### src/rtl/stream_dup_map_n_pkg.sv
// Shared types and constants for the stream_dup_map_n fan-out block.
// Mode encodings, FSM state type and an index-width helper.
package stream_dup_map_n_pkg;

    localparam int MODE_DUP   = 0;
    localparam int MODE_SPLIT = 1;

    typedef enum logic {
        ST_IDLE = 1'b0,
        ST_RUN  = 1'b1
    } state_e;

    // Keeps index registers at least one bit wide even when N is 1.
    function automatic int idxWidth(input int n);
        return (n > 1) ? $clog2(n) : 1;
    endfunction

endpackage

### src/rtl/stream_dup_map_n_fifo.sv
// Per-channel FIFO with a registered count and no fall-through.
// Head data reads as zero whenever the FIFO is empty.
module stream_fifo #(
    parameter int W     = 8,
    parameter int DEPTH = 4
) (
    input  logic         clk,
    input  logic         nrst,
    input  logic         push_i,
    input  logic [W-1:0] data_i,
    input  logic         pop_i,
    output logic [W-1:0] data_o,
    output logic         valid_o,
    output logic         full_o
);
    localparam int PW = $clog2(DEPTH);
    localparam int CW = PW + 1;

    logic [W-1:0]  mem_q [DEPTH];
    logic [PW-1:0] wrPtr_q;
    logic [PW-1:0] rdPtr_q;
    logic [CW-1:0] count_q;
    logic [CW-1:0] count_d;
    logic          pushOk;
    logic          popOk;

    assign pushOk  = push_i && (count_q != CW'(DEPTH));
    assign popOk   = pop_i && (count_q != '0);
    assign valid_o = (count_q != '0);
    assign full_o  = (count_q == CW'(DEPTH));
    assign data_o  = valid_o ? mem_q[rdPtr_q] : '0;

    always_comb begin
        count_d = count_q;
        if (pushOk && !popOk) begin
            count_d = count_q + 1'b1;
        end else if (popOk && !pushOk) begin
            count_d = count_q - 1'b1;
        end
    end

    // Pointers wrap naturally because DEPTH is a power of two.
    always_ff @(posedge clk or negedge nrst) begin
        if (!nrst) begin
            wrPtr_q <= '0;
            rdPtr_q <= '0;
            count_q <= '0;
        end else begin
            if (pushOk) wrPtr_q <= wrPtr_q + 1'b1;
            if (popOk)  rdPtr_q <= rdPtr_q + 1'b1;
            count_q <= count_d;
        end
    end

    always_ff @(posedge clk) begin
        if (pushOk) mem_q[wrPtr_q] <= data_i;
    end

endmodule

### src/rtl/stream_dup_map_n.sv
// N-channel stream fan-out: broadcast (DUP) or round-robin (SPLIT),
// adding a per-channel offset before each channel's FIFO.
module stream_dup_map_n
    import stream_dup_map_n_pkg::*;
#(
    parameter int N     = 2,
    parameter int W     = 8,
    parameter int DEPTH = 4,
    parameter int MODE  = MODE_DUP
) (
    input  logic           clk,
    input  logic           nrst,
    input  logic           in_valid,
    output logic           in_ready,
    output logic           out_valid,
    input  logic           out_ready,
    input  logic [N*W-1:0] offset,
    input  logic [W-1:0]   sIn,
    input  logic           sIn_valid,
    output logic           sIn_ready,
    output logic [N*W-1:0] sOut,
    output logic [N-1:0]   sOut_valid,
    input  logic [N-1:0]   sOut_ready
);
    localparam int RW = idxWidth(N);

    state_e         state_q;
    logic [N*W-1:0] off_q;
    logic [RW-1:0]  rr_q;
    logic [N-1:0]   full;
    logic [N-1:0]   push;
    logic           accept;
    logic           unusedOutReady;

    assign unusedOutReady = out_ready;

    assign in_ready  = (state_q == ST_IDLE);
    assign out_valid = (state_q == ST_RUN);

    // Depends only on registered state and counts, never on sOut_ready.
    always_comb begin
        sIn_ready = 1'b0;
        if (state_q == ST_RUN) begin
            if (MODE == MODE_DUP) begin
                sIn_ready = ~|full;
            end else begin
                sIn_ready = !full[rr_q];
            end
        end
    end

    assign accept = sIn_valid && sIn_ready;

    always_ff @(posedge clk or negedge nrst) begin
        if (!nrst) begin
            state_q <= ST_IDLE;
            off_q   <= '0;
            rr_q    <= '0;
        end else begin
            case (state_q)
                ST_IDLE: begin
                    if (in_valid) begin
                        off_q   <= offset;
                        state_q <= ST_RUN;
                    end
                end
                ST_RUN: begin
                    if (MODE == MODE_SPLIT && accept) begin
                        rr_q <= (rr_q == RW'(N - 1)) ? '0 : rr_q + 1'b1;
                    end
                end
                default: state_q <= ST_IDLE;
            endcase
        end
    end

    for (genvar k = 0; k < N; k++) begin : gChan
        logic [W-1:0] mapped;

        assign mapped  = sIn + off_q[k*W +: W];
        assign push[k] = accept && ((MODE == MODE_DUP) || (rr_q == RW'(k)));

        stream_fifo #(
            .W     (W),
            .DEPTH (DEPTH)
        ) uFifo (
            .clk     (clk),
            .nrst    (nrst),
            .push_i  (push[k]),
            .data_i  (mapped),
            .pop_i   (sOut_ready[k]),
            .data_o  (sOut[k*W +: W]),
            .valid_o (sOut_valid[k]),
            .full_o  (full[k])
        );
    end

endmodule
### config.mk
export PLATFORM = sky130hd
export DESIGN_NAME = stream_dup_map_n
export DESIGN_NICKNAME = d
export VERILOG_FILES = /design/src/rtl/stream_dup_map_n_pkg.sv /design/src/rtl/stream_dup_map_n_fifo.sv /design/src/rtl/stream_dup_map_n.sv
export SDC_FILE = /design/constraint.sdc
export NUM_CORES = 1
export LEC_CHECK = 0
export CAP_MARGIN = 30
export CORE_AREA = 2 2 91 93
export DETAILED_ROUTE_END_ITERATION = 12
export DIE_AREA = 0 0 93 95
export GPL_TIMING_DRIVEN = 1
export PLACE_DENSITY_LB_ADDON = 0.15
export SETUP_SLACK_MARGIN = 0.2
export SLEW_MARGIN = 20
export SYNTH_ARGS = -nofsm -noshare
export SYNTH_HDL_FRONTEND = slang
export SYNTH_HIERARCHICAL = 1
export SYNTH_SLANG_ARGS = --single-unit
export TNS_END_PERCENT = 100
### constraint.sdc
create_clock -name clk -period 3.2 [get_ports clk]
set_clock_uncertainty 0.05 [all_clocks]
set_input_delay 0.8 -clock clk [delete_from_list [all_inputs] [get_ports clk]]
set_output_delay 0.8 -clock clk [all_outputs]
set_load 0.02 [all_outputs]
### Yosys cells after proc, flatten, opt, wreduce, memory -nomap -nowiden

Memory sizes are Yosys's and may differ from the RTL's.
Cells that the tools add are included.

* output and inout bits: 21
* bits of input ports: 31
* memories kept: 2
* memory bits (writable): 64
* flip-flop bits (word level): 31
* logic and storage cells: 58

Memories
* gChan[0].uFifo.mem_q: words 4, width 8, rd ports 1, clocked after memory_dff 0, wr ports 1, RTL line stream_dup_map_n_fifo.sv:19 `logic [W-1:0] mem_q [DEPTH];`
* gChan[1].uFifo.mem_q: words 4, width 8, rd ports 1, clocked after memory_dff 0, wr ports 1, RTL line stream_dup_map_n_fifo.sv:19

* bitwise gates (word level): 1
* add/subtract/negate cells: 10
* reduce and logical (&&, ||, !) cells: 20
* multiplexer cells: 13
* equal/unequal tests: 4

Operators with widths (count)
* 8-bit adder: 2
* 8-bit 2-to-1 mux: 2
* 3-bit 2-to-1 mux: 4
* 1-bit logical AND: 9
* 2-bit by 1-bit adder with 2-bit output, second input constant: 4
* 1-bit 2-to-1 mux: 7
* 3-bit by 1-bit adder with 3-bit output, second input constant: 2
* 3-bit == test, second input constant: 2
* 3-bit != test, second input constant: 2
* 3-bit nonzero test: 2
* 3-bit by 1-bit subtractor with 3-bit output, second input constant: 2
* 1-bit logical NOT: 5
* 2-bit nonzero test: 2
* 2-bit AND reduction: 1
* 2-bit OR reduction: 1
* 1-bit NOT: 1

### Logic depth before layout (Yosys ltp)

Gate-level depths: netlist (run 1).

* depth in word-level cells: 10
* depth in mapped cells: 11
* gate-level depth less buffers: 10

### Modules after synthesis

Netlist (run 1), hierarchy kept.

Modules (own cells, without submodules)
* stream_fifo: area each 1645.3 µm², sequential area each 1136.1 µm², cells each 86, instances 2
* stream_dup_map_n: area each 1253.7 µm², sequential area each 425.4 µm², cells each 123, instances 1

### Worst setup path before layout (run 1)

No wires, ideal clock.

* path kind: register to register
* start: reg state_q, in the netlist out_valid
* end: reg gChan[0].uFifo.count_q[2]
* library setup time: 0.079 ns
* stages on the path, launching flop included: 12
* clock period less this slack: 2.787 ns
* data arrival time: 2.658 ns
* setup slack: 0.413 ns
* path buffers: 1
* data required time: 3.071 ns
* cell sequence: dfrtp_1 inv_1 nor3_1 and2_1 nor2b_1 buf_6 ha_1 inv_1 fa_1 xor2_1 nor2_1 xor2_1

* cells in the longest elaborated chain, start to end: 6
* elaborated cells on any way between the ends: 8
* classes of those cells: 2 x mux; 6 x reduce/logical

RTL lines
* from (decl): RTL line stream_dup_map_n.sv:27 `state_e state_q;`
* from (signal assigned): RTL line stream_dup_map_n.sv:56 `state_q <= ST_IDLE;`
* from (signal assigned): RTL line stream_dup_map_n.sv:64 `state_q <= ST_RUN;`
* from (signal assigned): RTL line stream_dup_map_n.sv:72 `default: state_q <= ST_IDLE;`
* 1-bit 2-to-1 mux *: RTL line stream_dup_map_n.sv:43 `if (state_q == ST_RUN) begin`
* net sIn_ready: RTL line stream_dup_map_n.sv:20 `output logic sIn_ready,`
* 1-bit logical AND *: RTL line stream_dup_map_n.sv:52 `assign accept = sIn_valid && sIn_ready;`
* net accept: RTL line stream_dup_map_n.sv:32 `logic accept;`
* 1-bit logical AND *: RTL line stream_dup_map_n_fifo.sv:27 `assign pushOk = push_i && (count_q != CW'(DEPTH));`
* net gChan[0].uFifo.pushOk: RTL line stream_dup_map_n_fifo.sv:24 `logic pushOk;`
* 1-bit logical NOT: RTL line stream_dup_map_n_fifo.sv:37 `end else if (popOk && !pushOk) begin`
* 1-bit logical AND: RTL line stream_dup_map_n_fifo.sv:37
* 2-bit nonzero test (no line)
* to (signal assigned): RTL line stream_dup_map_n_fifo.sv:51 `count_q <= count_d;`
* to (decl): RTL line stream_dup_map_n_fifo.sv:22 `logic [CW-1:0] count_q;`

The timed path passes the listed nets; every way through them passes the cells marked *.
A chain may end at the register's enable or synchronous reset.

### Worst setup path in the final report (run 1)

* start: reg gChan[1].uFifo.rdPtr_q[0]
* end: out sOut[14]

* cells in the longest elaborated chain, start to end: 2

RTL lines
* from (decl): RTL line stream_dup_map_n_fifo.sv:21 `logic [PW-1:0] rdPtr_q;`
* from (signal assigned): RTL line stream_dup_map_n_fifo.sv:50 `if (popOk) rdPtr_q <= rdPtr_q + 1'b1;`
* memory 4 x 8 bit
* 8-bit 2-to-1 mux: RTL line stream_dup_map_n_fifo.sv:31 `assign data_o = valid_o ? mem_q[rdPtr_q] : '0;`
* to (decl): RTL line stream_dup_map_n.sv:21 `output logic [N*W-1:0] sOut,`

Every way passes these cells.

==> reports/metrics.yaml, run 1 <==
status: "completed"
core_area_sq_um: 7930
crit_arrival_ps: 1920
synth_cell_types: 35
synth_ff_type: "edfxtp_1"
first_iter_violations: 90
max-cap-violations: 0
cp_top_family: "multiplexers"
avgSynthCellArea_sq_um: 15.4
wl_per_cell_microns: 17.0
ctsHtreeMaxLevel: 3
tns_ps: 0
setup_viol: 0
worst_slew_pin_slew_ps: 492
synth_area_leader_cell: "edfxtp_1"
crit_buf_inv: 2
ios: 52
drt_first_pass_iters: 5
portBuffers: 50
fin_crit_ps: 2770
cts_tree: "done"
pre_cts_ws_ps: 199
grt_start_max_net_pins: 32
endpoint_kind: "output port"
synth_area_leaders: "edfxtp_1 42%, dfrtp_1 17%, mux4_2 7.9%"
synth_area_sq_um: 4540
slew_headroom_pct: 66.9
postRouteAntennaNets: 0
yosys_warnings: 6
worst_slack_ps: 430
cts_buffers: 9
hold_violations: 0
yosysSeqAreaShare_pct: 59.4
grt_pass1_wl_mm: 12.4
cp_slowest_cell: "mux4_2"
clockBufferDepth: 2
clkLatencyLatePin_ps: 360
drc: 0
cp-start-kind: "flop"
grt_usage_pct: 19.2
multiInputGateArea_sq_um: 1700
hp-class: "reg -> reg"
area_growth_pct: 18.8
clkTransAtPathRegs_ps: 90
die_height_microns: 95
synth-edff-count: 64
ir_worst_vdd_v: 0.000517
grt_overflow: 0
power_uw: 4630
vias: 2494
path_cells: "buf_4 > mux4_2 > and2_1 > dlygate4sd2_1"
grt_pass1_vias: 2533
syn_inst: 295
antenna_found_initial: 0
ys_seq_elements: 95
gp_congestion: 0.718
num-nets-final: 412
place_hpwl_mm: 5.70
synth.net_count: 354
post_drt_via_cell_ratio: 5.39
cts-root-buf: "clkbuf_8"
antennaDiodeCount: 0
fin_crit_sh_pct: 86.6
synth_top_area_share_pct: 42.3
worstPathRequired_ps: 2350
async_flop_share_pct: 32.6
slowest_delay_ps: 520
maxSlewViolCount: 0
nFillCells: 570
initial_core_util_pct: 57.3
rsz0062_at_grt: "false"
die-area_sq_um: 8840
wl_mm: 7.85
critPathKind: "reg -> out"
leakage_uw: 0.00219
crit_fanout: 6
max_freq_mhz: 361
clock-sinks: 95
layout-drive-gt1-share_pct: 17.6
register_area_sq_um: 2700
fp-row-count: 33
fp.dieW_microns: 93
p_per_area_nw_per_um2: 858
final_core_utilization_pct: 68.1
[flip-flops by register name, indices dropped and copies added (netlist names)]
name                 flops
gChan.uFifo/rdPtr_q      4
gChan.uFifo/mem_q       64
gChan.uFifo/count_q      6
out_valid                1
off_q                   16
gChan.uFifo/wrPtr_q      4
[metal layers]
layer / part of all wire (%) / up-vias / global-route usage (%) / routed length [microns]
met5: 0 / - / 0 / 0
met4: 1.2 / 0 / 6.25 / 92
met3: 4.4 / 9 / 4.47 / 343
met2: 48 / 57 / 31.5 / 3770
li1: - / 1200 / - / -
met1: 46 / 1228 / 25.7 / 3640
[cell usage in the layout, fill, tap and decap left out, drive strengths merged, types with 4 or more instances in the layout]
cell type,count
ha,24
nand2,6
o21ai,9
xor2,6
inv,16
mux2,18
clkbuf,12
nand3,4
buf,7
clkdlybuf4s50,34
edfxtp,64
mux4,16
a211oi,4
nor2,9
fa,4
dlymetal6s2s,15
and2,25
dfrtp,31
a21oi,9
xnor2,14
nor2b,6
[logic make-up (layout without fill, tap and decap cells)]
logic type	count (synthesis)	count (layout)	synth area share, %
AOI/OAI and AO/OA	33	33	4.57
xor gates and xnor gates	20	20	3.85
adders and majority gates	28	28	8.37
buffers and inverters	25	88	3.17
DFF	95	95	59.4
muxes	35	35	12.8
and+or+nand+nor	59	59	7.90
[power breakdown]
group | internal [uW] | switching [uW] | leakage [uW]
combinational | 982 | 929 | 0.00113
clock | 427 | 406 | 0.000109
sequential | 1700 | 185 | 0.000952
[worst paths after layout]
kind                                             end  cells past startpoint  slack (ps)                       from
max                                         sOut[14]                      4         430  gChan[1].uFifo/rdPtr_q[0]
min                        gChan[0].uFifo/count_q[2]                      1         440  gChan[0].uFifo/count_q[2]
max reg2reg                gChan[0].uFifo/count_q[2]                     10         770  gChan[1].uFifo/count_q[2]
min reg2reg                gChan[0].uFifo/count_q[2]                      1         440  gChan[0].uFifo/count_q[2]
max in group asynchronous  gChan[1].uFifo/count_q[2]                      2        1990                       nrst
min in group asynchronous                   off_q[0]                      2         800                       nrst
[cells in the mapped netlist (2+ instances only)]
cell type	count
xnor2_1	14
buf_6	6
mux4_2	16
ha_1	24
mux2_4	2
dfrtp_1	31
or3_4	2
fa_1	4
o21bai_1	2
nor2_1	9
o21a_1	2
a21oi_1	9
o21ai_0	9
o31a_1	2
nand3_1	4
edfxtp_1	64
nor3_1	2
buf_2	2
mux2_2	16
a211oi_1	4
inv_1	15
nor3b_2	2
nor2b_1	5
and2_1	25
nand2_1	6
a41oi_1	2
xor2_1	6
a21o_1	2
clkbuf_2	2
[layout make-up]
type | count | share of cell area [%]
clock buffer | 12 | 3.06
tap | 105 | 2.43
inverter | 15 | 1.04
timing repair buffer | 57 | 11.0
multi-input combinational | 175 | 31.5
sequential | 95 | 50.0
clock inverter | 4 | 0.950
[repair_timing]
action	4_1_cts	5_1_grt
endpoints found under the setup margin	4	15
resized for setup	2	15
hold buffers	0	0
hold endpoints to repair	0	0
buffers inserted	0	0
[through the flow]
step | instance area, sq um | instances | hold WS (ps)
2_1_floorplan | 4540 | 295 | 405
3_3_place_gp | 5140 | 447 | 420
3_5_place_dp | 5140 | 447 | 432
4_1_cts | 5360 | 463 | 443
5_1_grt | 5400 | 463 | 475
6_report | 5400 | 463 | 439
No activity file was read; power rests on OpenSTA's default activity.
==> run 2: changes to the inputs <==
--- a/config.mk
+++ b/config.mk
@@ -10,7 +10,7 @@
 export DETAILED_ROUTE_END_ITERATION = 12
 export DIE_AREA = 0 0 93 95
 export GPL_TIMING_DRIVEN = 1
-export PLACE_DENSITY_LB_ADDON = 0.15
+export PLACE_DENSITY = 0.82
 export SETUP_SLACK_MARGIN = 0.2
 export SLEW_MARGIN = 20
 export SYNTH_ARGS = -nofsm -noshare
==> reports/metrics.yaml, run 2 (synthesis gave the netlist of run 1 again) <==
hold_violations: 0  # unchanged
first_iter_violations: 151  # +68%
ios: 52  # unchanged
wl_per_cell_microns: 16.9  # -0.18%
grt_pass1_wl_mm: 12.6  # +1.9%
max-cap-violations: 0  # unchanged
worstPathRequired_ps: 2350  # about the same
slew_headroom_pct: 69.5  # +2.6 points
switching_share_pct: 33.0  # +0.13 points
tns_ps: 0  # unchanged
die_height_microns: 95  # unchanged
portBuffers: 50  # unchanged
drc: 0  # unchanged
maxSlewViolCount: 0  # unchanged
postRouteAntennaNets: 0  # unchanged
fin_crit_ps: 2930  # +160 ps
setup_viol: 0  # unchanged
ctsHtreeMaxLevel: 3  # unchanged
crit_arrival_ps: 2080  # +160 ps
cts_tree: "done"
num-nets-final: 412  # unchanged
post_drt_via_cell_ratio: 5.45  # +1.2%
grt_usage_pct: 19.3  # +0.079 points
fin_crit_sh_pct: 91.6  # +5.0 points
initial_core_util_pct: 57.3  # unchanged
clock-sinks: 95  # unchanged
layout-drive-gt1-share_pct: 17.6  # unchanged
grt_pass1_vias: 2562  # +1.1%
power_switching_uw: 1530  # +0.89%
cts_buffers: 9  # unchanged
worst_slew_pin_slew_ps: 457  # -35.3 ps
ir_worst_vdd_v: 0.000440  # -15%
reg_top3: "gChan.uFifo/mem_q (64), off_q (16), gChan.uFifo/count_q (6)"
clkPwrFrac_pct: 18.3  # +0.3 points
pre_cts_ws_ps: 227  # +28.6 ps
largest_register: "gChan.uFifo/mem_q"
layout_common_cells: "64 x edfxtp_1, 40 x clkdlybuf4s50_1, 30 x dfrtp_1"
grt_start_max_net_pins: 32  # unchanged
max_freq_mhz: 341  # -5.5%
final_common_cell: "edfxtp_1"
core_area_sq_um: 7930  # unchanged
endpoint_kind: "output port"
ctsHoldBuffers: 0  # unchanged
wl_mm: 7.84  # -0.18%
hp-class: "reg -> reg"
clockBufferDepth: 2  # unchanged
gp_congestion: 0.731  # +1.7%
clkLatencyLatePin_ps: 360  # about the same
fp-row-count: 33  # unchanged
p_per_area_nw_per_um2: 866  # +0.98%
crit_fanout: 4  # -2
leakage_uw: 0.00207  # -5.5%
fp.dieW_microns: 93  # unchanged
power_uw: 4650  # +0.49%
area_growth_pct: 18.2
antenna_found_initial: 0  # unchanged
die-area_sq_um: 8840  # unchanged
drt_first_pass_iters: 4  # -1
cp-start-kind: "flop"
largest_reg_flops: 64  # unchanged
cts-root-buf: "clkbuf_8"
clkTransAtPathRegs_ps: 90  # about the same
power.internal_uw: 3120  # +0.29%
comb_power_share_pct: 41.0  # -0.3 points
worst_slack_ps: 270  # -160 ps
vias: 2524  # +1.2%
final_core_utilization_pct: 67.8  # -0.33 points
antennaDiodeCount: 0  # unchanged
status: "completed"
critPathKind: "reg -> out"
rsz0062_at_grt: "false"
place_hpwl_mm: 5.57  # -2.3%
seq_power_share_pct: 40.7  # about the same
grt_overflow: 0  # unchanged
[run 2: path summary, 6_finish.rpt]
path                                           start                   endpoint  slack [ps]  depth (start not counted)
setup / recovery           gChan[0].uFifo/rdPtr_q[0]                    sOut[1]         270                          4
hold / removal             gChan[0].uFifo/count_q[2]  gChan[0].uFifo/count_q[2]         440                          1
setup reg to reg           gChan[1].uFifo/count_q[2]  gChan[0].uFifo/count_q[2]         760                         10
hold reg to reg            gChan[0].uFifo/count_q[2]  gChan[0].uFifo/count_q[2]         440                          1
max in group asynchronous                       nrst  gChan[0].uFifo/rdPtr_q[0]        2000                          2
min in group asynchronous                       nrst                   off_q[9]         790                          2
[run 2: what timing repair did]
item / 4_1_cts / 5_1_grt
gates resized for setup: 10 / 2
setup buffers: 1 / 0
gates cloned: 0 / 0
pin swaps: 0 / 0
endpoints found under the setup margin: 13 / 2
[run 2: cell type report]
| cell class | instances | area, sq um |
|---|---|---|
| multi-input cells | 175 | 1700 |
| fillers | 562 | 2560 |
| clock buffers | 9 | 124 |
| repair buffers | 57 | 564 |
| flip-flops and latches | 95 | 2700 |
| inverters | 15 | 56.3 |
| clock inverters | 7 | 93.8 |
| well taps | 105 | 131 |
[run 2: metal layers]
| layer | share of wire (%) | GRT usage, % | vias up |
|---|---|---|---|
| li1 | - | - | 1204 |
| met1 | 46 | 26.7 | 1247 |
| met2 | 48 | 30.1 | 62 |
| met3 | 4.7 | 4.95 | 11 |
| met4 | 0.97 | 6.74 | 0 |
| met5 | 0 | 0 | - |
[run 2: critical path, stage by stage (launching register included)]
cell and delay, ps:
dfrtp_2 400, buf_4 150, mux4_2 480, and2_1 170, clkdlybuf4s50_1 530
[run 2: stage by stage]
step           hold slack, ps  instance area, sq um  instances
2_1_floorplan             405                  4540        295
3_5_place_dp              424                  5150        446
6_report                  442                  5370        463
4_1_cts                   442                  5370        463
3_3_place_gp              420                  5150        446
5_1_grt                   454                  5370        463
[run 2: power groups by stage]
stage          sequential, uW  combinational (uW)  clock [uW]
2_1_floorplan            1820                1410           0
3_3_place_gp             1910                1900           0
6_report                 1890                1910         852
3_5_place_dp             1930                1950           0
5_1_grt                  1930                2090         919
4_1_cts                  1900                1940         869
==> run 3: changes to the inputs <==
--- a/config.mk
+++ b/config.mk
@@ -6,11 +6,13 @@
 export NUM_CORES = 1
 export LEC_CHECK = 0
 export CAP_MARGIN = 30
-export CORE_AREA = 2 2 91 93
+export CELL_PAD_IN_SITES_DETAIL_PLACEMENT = 2
+export CELL_PAD_IN_SITES_GLOBAL_PLACEMENT = 2
+export CORE_AREA = 2 2 105 107
 export DETAILED_ROUTE_END_ITERATION = 12
-export DIE_AREA = 0 0 93 95
+export DIE_AREA = 0 0 107 109
 export GPL_TIMING_DRIVEN = 1
-export PLACE_DENSITY = 0.82
+export PLACE_DENSITY_LB_ADDON = 0.1
 export SETUP_SLACK_MARGIN = 0.2
 export SLEW_MARGIN = 20
 export SYNTH_ARGS = -nofsm -noshare
==> reports/metrics.yaml, run 3 (synthesis gave the netlist of run 1 again) <==
status: "completed"
ios: 52  # unchanged
gp_congestion: 0.740  # +1.2%
crit_arrival_ps: 1910  # -170 ps
core_area_sq_um: 10600  # +34%
grt_usage_pct: 19.2  # -0.059 points
wl_per_cell_microns: 20.5  # +21%
fin_crit_sh_pct: 86.1  # -5.4 points
grt_start_max_net_pins: 32  # unchanged
largest_register: "gChan.uFifo/mem_q"
r2r_start: "gChan[0].uFifo/count_q[2]"
max_freq_mhz: 363  # +6.3%
antenna_found_initial: 0  # unchanged
nFillCells: 996  # +77%
dp_cells: 482  # +8.1%
post_drt_via_cell_ratio: 5.26  # -3.5%
cts-root-buf: "clkbuf_8"
maxSlewViolCount: 0  # unchanged
vias: 2621  # +3.8%
fin_crit_ps: 2760  # -174 ps
clkLatencyLatePin_ps: 370  # about the same
ctsHtreeMaxLevel: 3  # unchanged
cts_buffers: 9  # unchanged
layout-drive-gt1-share_pct: 17.3  # -0.28 points
slew_headroom_pct: 66.3  # -3.2 points
crit_fanout: 10  # +6
cp-start-kind: "flop"
multiInputGateArea_sq_um: 1700  # unchanged
portBuffers: 50  # unchanged
hold_violations: 0  # unchanged
setup_viol: 0  # unchanged
p_per_area_nw_per_um2: 867  # +0.16%
worstPathRequired_ps: 2350  # about the same
place_hpwl_mm: 7.50  # +35%
hp-class: "reg -> reg"
setup.worst_path.end: "sOut[0]"
clockBufferDepth: 2  # unchanged
grt_pass1_vias: 2863  # +12%
antennaDiodeCount: 0  # unchanged
place_area_sq_um: 5180  # +0.75%
cts_tree: "done"
num-nets-final: 412  # unchanged
fp-row-count: 38  # +15%
post-cts-setup-buffers: 0  # -1
first_iter_violations: 77  # -49%
clkTransAtPathRegs_ps: 90  # about the same
crit_start: "gChan[0].uFifo/rdPtr_q[0]"
endpoint_kind: "output port"
fin_area_sq_um: 5410  # +0.79%
final_core_utilization_pct: 51.1  # -17 points
rsz0062_at_grt: "false"
grt_pass1_wl_mm: 16.4  # +30%
ctsHoldBuffers: 0  # unchanged
reg2regPathDepth: 10  # unchanged
critPathKind: "reg -> out"
wl_mm: 10.2  # +31%
final_common_cell: "edfxtp_1"
tns_ps: 0  # unchanged
clock-sinks: 95  # unchanged
leakage_uw: 0.00215  # +3.9%
worst_slack_ps: 444  # +174 ps
postRouteAntennaNets: 0  # unchanged
reg2reg_slack_ps: 690  # -70 ps
stdcell_count: 498  # +7.6%
worst_slew_pin_slew_ps: 501  # +44.3 ps
layout_common_cells: "64 x edfxtp_1, 34 x clkdlybuf4s50_1, 31 x dfrtp_1"
largest_reg_flops: 64  # unchanged
reg_top3: "gChan.uFifo/mem_q (64), off_q (16), gChan.uFifo/count_q (6)"
fp.dieW_microns: 107  # +15%
initial_core_util_pct: 42.9  # -14 points
drc: 0  # unchanged
pre_cts_ws_ps: 50.6  # -176 ps
drt_first_pass_iters: 4  # unchanged
grt_overflow: 0  # unchanged
area_growth_pct: 19.1
register_area_sq_um: 2700  # about the same
r2r-end: "gChan[0].uFifo/count_q[2]"
die-area_sq_um: 11700  # +32%
ir_worst_vdd_v: 0.000314  # -29%
die_height_microns: 109  # +15%
max-cap-violations: 0  # unchanged
## run 3: routing by layer
metal / global-route usage, % / share of wire, %
met3: 3.89 / 3.4
met4: 5.10 / 1.1
met1: 26.1 / 46
met5: 0 / 0
met2: 31.8 / 49
## run 3: worst min path at each step
| stage | start | to | cells after the start |
|---|---|---|---|
| 2_1_floorplan | gChan[0].uFifo/count_q[2] | gChan[0].uFifo/count_q[2] | 1 |
| 3_3_place_gp | gChan[1].uFifo/count_q[2] | gChan[1].uFifo/count_q[2] | 1 |
| 3_5_place_dp | gChan[1].uFifo/count_q[2] | gChan[1].uFifo/count_q[2] | 1 |
| 4_1_cts | gChan[1].uFifo/count_q[2] | gChan[1].uFifo/count_q[2] | 1 |
| 5_1_grt | gChan[0].uFifo/count_q[2] | gChan[0].uFifo/count_q[2] | 1 |
| 6_report | gChan[1].uFifo/count_q[2] | gChan[1].uFifo/count_q[2] | 1 |
## run 3: cell type report
class / count / share of cell area (%)
clock buffers: 10 / 2.36
well taps: 140 / 3.24
inverters: 15 / 1.04
multi-input cells: 175 / 31.5
repair buffers: 57 / 10.7
clock inverters: 6 / 1.41
flip-flops and latches: 95 / 49.8
## run 3: critical path, cell delays in order, from the launching register on
cell	delay [ps]
dfrtp_1	350
buf_6	180
mux4_2	530
and2_1	170
dlygate4sd2_1	320
## run 3: report_power, final
part / internal [uW] / total (uW) / leakage (uW) / switching (uW)
clock: 376 / 833 / 0.000103 / 457
sequential: 1700 / 1900 / 0.000952 / 203
combinational: 964 / 1960 / 0.00109 / 995
total: 3040 / 4700 / 0.00215 / 1650
## run 3: what timing repair did
item                       CTS  global route
resized for setup            6            11
pin swaps                    0             0
setup endpoints to repair   11            11
## run 3: per-stage QoR
| stage | hold WS [ps] | power (uW) |
|---|---|---|
| after floorplan | 405 | 3230 |
| after global placement | 423 | 3850 |
| after detailed placement | 440 | 3970 |
| after CTS | 455 | 4800 |
| after global routing | 488 | 5000 |
| final | 447 | 4700 |
